## src/rtl/sma_sixteen_subtractor_pipe.sv

```systemverilog
// Two-stage pipelined sign-magnitude subtractor (a - b) with valid/ready on both sides.
// Stage 1 captures decoded operands and the magnitude compare; stage 2 holds the normalized result.
module sma_sixteen_subtractor_pipe #(
    parameter int DATA_WIDTH = 8
) (
    input  logic                  clk,
    input  logic                  rst_n,
    input  logic                  in_valid,
    output logic                  in_ready,
    input  logic [DATA_WIDTH-1:0] a,
    input  logic [DATA_WIDTH-1:0] b,
    output logic                  out_valid,
    input  logic                  out_ready,
    output logic [DATA_WIDTH:0]   diff,
    output logic                  out_zero
);

    localparam int MAG_W = DATA_WIDTH - 1;

    logic             s1_valid;
    logic             s1_a_sign;
    logic             s1_b_sign;
    logic [MAG_W-1:0] s1_a_mag;
    logic [MAG_W-1:0] s1_b_mag;
    logic             s1_is_add;
    logic             s1_a_ge_b;

    logic             s2_valid;

    logic             in_fire;
    logic             s2_load;
    logic             out_fire;

    logic             a_sign;
    logic             b_sign_inv;
    logic [MAG_W-1:0] a_mag;
    logic [MAG_W-1:0] b_mag;

    logic [DATA_WIDTH-1:0] res_mag;
    logic                  res_sign;
    logic                  res_zero;

    // Subtraction is addition of b with its sign flipped.
    assign a_sign     = a[DATA_WIDTH-1];
    assign b_sign_inv = ~b[DATA_WIDTH-1];
    assign a_mag      = a[MAG_W-1:0];
    assign b_mag      = b[MAG_W-1:0];

    assign out_fire  = s2_valid && out_ready;
    assign s2_load   = s1_valid && (!s2_valid || out_ready);
    assign in_ready  = !s1_valid || !s2_valid || out_ready;
    assign in_fire   = in_valid && in_ready;
    assign out_valid = s2_valid;

    always_ff @(posedge clk or negedge rst_n) begin
        if (!rst_n) begin
            s1_valid  <= 1'b0;
            s1_a_sign <= 1'b0;
            s1_b_sign <= 1'b0;
            s1_a_mag  <= '0;
            s1_b_mag  <= '0;
            s1_is_add <= 1'b0;
            s1_a_ge_b <= 1'b0;
        end else begin
            if (in_fire) begin
                s1_valid  <= 1'b1;
                s1_a_sign <= a_sign;
                s1_b_sign <= b_sign_inv;
                s1_a_mag  <= a_mag;
                s1_b_mag  <= b_mag;
                s1_is_add <= (a_sign == b_sign_inv);
                s1_a_ge_b <= (a_mag >= b_mag);
            end else if (s2_load) begin
                s1_valid <= 1'b0;
            end
        end
    end

    // Magnitude is one bit wider than the operand magnitudes, so the sum cannot overflow.
    always_comb begin
        res_mag  = '0;
        res_sign = 1'b0;
        if (s1_is_add) begin
            res_mag  = {1'b0, s1_a_mag} + {1'b0, s1_b_mag};
            res_sign = s1_a_sign;
        end else if (s1_a_ge_b) begin
            res_mag  = {1'b0, s1_a_mag} - {1'b0, s1_b_mag};
            res_sign = s1_a_sign;
        end else begin
            res_mag  = {1'b0, s1_b_mag} - {1'b0, s1_a_mag};
            res_sign = s1_b_sign;
        end
        res_zero = (res_mag == '0);
        if (res_zero) begin
            res_sign = 1'b0;
        end
    end

    always_ff @(posedge clk or negedge rst_n) begin
        if (!rst_n) begin
            s2_valid <= 1'b0;
            diff     <= '0;
            out_zero <= 1'b0;
        end else begin
            if (s2_load) begin
                s2_valid <= 1'b1;
                diff     <= {res_sign, res_mag};
                out_zero <= res_zero;
            end else if (out_fire) begin
                s2_valid <= 1'b0;
            end
        end
    end

endmodule
```

## config.mk

```make
export PLATFORM = sky130hd
export DESIGN_NAME = sma_sixteen_subtractor_pipe
export DESIGN_NICKNAME = d
export VERILOG_FILES = /design/src/rtl/sma_sixteen_subtractor_pipe.sv
export SDC_FILE = /design/constraint.sdc
export NUM_CORES = 1
export LEC_CHECK = 0
export CORE_ASPECT_RATIO = 1.75
export CORE_MARGIN = 2
export CORE_UTILIZATION = 57
export CTS_BUF_LIST = sky130_fd_sc_hd__clkbuf_8
export CTS_CLUSTER_DIAMETER = 30
export DETAILED_ROUTE_END_ITERATION = 7
export GPL_ROUTABILITY_DRIVEN = 0
export PLACE_DENSITY = 0.83
export SYNTH_ARGS = -nofsm -noshare
export SYNTH_HDL_FRONTEND = slang
export SYNTH_SLANG_ARGS = --single-unit
```

## constraint.sdc

```tcl
create_clock -name clk -period 2.6 [get_ports clk]
set_clock_uncertainty 0.15 [all_clocks]
set_input_delay 0.39 -clock clk [delete_from_list [all_inputs] [get_ports clk]]
set_output_delay 0.39 -clock clk [all_outputs]
set_load 0.005 [all_outputs]
```

==> out/results.tsv <==
metric	value	unit
IO buf count	31	
initial antenna violation count	0	
ys flop type	dfrtp_1	
DRT iter0 DRCs	81	
status	complete, no violations	
worst hold slack	0.3290	ns
Pint	1.240	mW
TritonCTS Buffers	5	
hold_buf cts	0	
Max Fclk	0.3988	GHz
largest net degree at the start of global routing	31	
CTS root buffer	clkbuf_8	
Fill cells	292	
P&R area growth vs syn	22.49	%
Final Setup Violations	0	
drt wl/cell	13.44	µm
max-cap viol count	0	
Comb power frac	0.464	
DRC Markers	0	
Placed Cells	323	
Post-Syn Nets	296	
Worst Setup End Kind	flip-flop	
worst vdd ir	0.0004693	V
CTS tree	yes	
hpwl dp	3.432	mm
Clock H-tree levels	2	
ANT cells	0	
FP Rows	30	
final cell count without fillers	333	
worst path arrival time	2.52	ns
PwrDens	691.5	nW/µm²
slew at the pin closest to its max-slew limit	0.4818	ns
Total Power	1.946	mW
synthesized area per cell	9.376	µm²
relative slew slack	0.6788	
Longest Clk Path Bufs	2	
Die Footprint	4574	µm²
Net count, final	335	
DR pass1 iterations	4	
sequential area share after synthesis	0.3268	
total gr overflow	0	
Syn. warnings	0	
Unique masters post-synth	46	
clock latency on the worst-skew pair	0.28	ns
HP Class	flip-flop to flip-flop	
Routed Antenna Nets	0	
Syn Inst Count	245	
final total negative setup slack	0	ns
Leak Pwr	1.297	nW
Worst setup SP type	flip-flop	
layout cells sized above 1	0.1719	
core area	3866	µm²
total number of vias	1862	
floorplan die height	87.98	µm
critical path peak fanout	6	
Initial Util	0.5942	
Via density	5.592	
Die Width	51.99	µm
Hold Fails Final Rpt	0	
Final period util	0.9644	
Tmin final	2.508	ns
Reg clk slew, reported paths	0.06	ns
Synth Register Bits	30	
first-pass GRT wire length	7.396	mm
FFs w/ async S/R, synth	1.000	
Sw Share	0.3626	
vias in the first global route	1722	
worst path required time	2.61	ns
Sw Pwr	705.5	µW
Post-DP Area	2665	µm²
CP Class	flip-flop to flip-flop	
clk sink count	30	
Post-synth EDFFs	0	
cell area after synthesis	2297	µm²
routed wire length	4.477	mm
max-slew violation count	0	
register area	750.7	µm²
clock share of power	0.199	
footprint of the multi-input gates	1406	µm²
Seq pwr share	0.337	
GRT Util Overall	0.2136	
I/O Pins	32	
final instance area	2814	µm²
==> Yosys cell counts, types with 2 or more instances <==
cell,count,share of area
nand2_1,27,0.044
nor2b_1,4,0.011
clkbuf_1,3,0.0049
nand2b_1,6,0.016
a21oi_1,12,0.026
buf_6,2,0.0098
a221oi_2,2,0.013
ha_1,28,0.15
and4_1,2,0.0076
a21o_1,3,0.0098
nor2_1,8,0.013
a211o_1,2,0.0076
xnor2_1,3,0.011
dfrtp_1,30,0.33
a211oi_1,6,0.020
mux2i_1,3,0.013
o21ai_0,21,0.046
nand4b_1,2,0.0076
nand3_1,5,0.011
mux2_2,12,0.059
inv_1,27,0.044
buf_2,3,0.0065
buf_4,2,0.0065
fa_1,3,0.026
nor3b_1,2,0.0065
o21a_1,2,0.0065
nor3_1,6,0.013
==> metrics by stage <==
| step | utilization | setup slack (ns) |
|---|---|---|
| finish | 0.7278 | 0.09245 |
| floorplan | - | 0.2428 |
| CTS | 0.7152 | 0.05291 |
| global route | 0.7278 | -0.008472 |
| detailed placement | 0.6893 | -0.02045 |
| global placement | 0.6893 | 0.05721 |
==> final cells by class <==
class,instances,area share
multi-input cells,177,0.4998
flip-flops and latches,30,0.2668
repair buffers,43,0.1423
inverters,27,0.03602
clock buffers,6,0.02935
well taps,48,0.02134
clock inverters,2,0.004446
==> worst max-delay path, cell delays in order, from the launching register on <==
cell and delay (ns):
dfrtp_1 0.48, ha_1 0.39, nand3b_2 0.13, a2111oi_4 0.38, o311ai_1 0.17, a221oi_2 0.33, and4b_1 0.26, a31oi_1 0.09
==> timing repair <==
item	in CTS	in global routing
pin swaps	0	6
resized for setup	1	11
setup endpoints to repair	2	3
buffers inserted	0	2
==> layer usage <==
metal	up-vias	track usage	wire length, µm	part of all wire
met1	871	0.2345	1702	0.38
li1	921	-	-	-
met2	53	0.3855	2473	0.55
met3	17	0.02901	152	0.034
met5	-	0	0	0
met4	0	0.1124	149	0.033
==> cell usage in the layout (no fill, tap or decap), types with 3 or more instances in the layout <==
master and n:
clkdlybuf4s50_1 31, dfrtp_1 30, nand2_1 27, inv_1 26, ha_1 26, o21ai_0 20, buf_4 12, a21oi_1 11
mux2_2 11, nor2_1 8, nor3_1 6, nand2b_1 6, clkbuf_8 6, nand3_1 5, nor2b_1 4, mux2i_1 3
a211oi_1 3, xnor2_1 3, a21o_1 3, a211oi_2 3, a221oi_2 3
==> flip-flops by register name, indices dropped and copies added, names as in the netlist <==
register / flops
s1_a_ge_b: 1
s1_b_sign: 1
s1_is_add: 1
diff: 9
s1_a_sign: 1
out_valid: 1
s1_b_mag: 7
s1_valid: 1
s1_a_mag: 7
out_zero: 1
==> logic make-up (layout without fill, tap and decap cells) <==
kind of cell / count (synthesis) / in the layout / synth area share
buffers and inverters: 38 / 78 / 0.07788
xor gates and xnor gates: 4 / 4 / 0.01525
muxes: 15 / 15 / 0.07190
and+or+nand+nor: 69 / 69 / 0.1574
adders and majority gates: 31 / 31 / 0.1787
DFF: 30 / 30 / 0.3268
AOI/OAI and AO/OA: 58 / 58 / 0.1721
==> worst paths after layout <==
kind	end	start	cells past startpoint	slack, ns
min reg2reg	diff[1]	diff[1]	2	0.33
max	diff[8]	s1_b_mag[1]	7	0.09
min	diff[1]	diff[1]	2	0.33
max in group asynchronous	s1_a_ge_b	rst_n	2	1.68
min in group asynchronous	diff[1]	rst_n	2	0.34
max reg2reg	diff[8]	s1_b_mag[1]	7	0.09
==> power groups by stage <==
stage	sequential [mW]	clock (mW)	combinational, mW
floorplan	0.651	0	0.575
detailed placement	0.665	0	0.852
global route	0.673	0.413	1.01
finish	0.656	0.387	0.903
global placement	0.658	0	0.831
CTS	0.656	0.394	0.862
No activity file was read; power rests on OpenSTA's default activity.
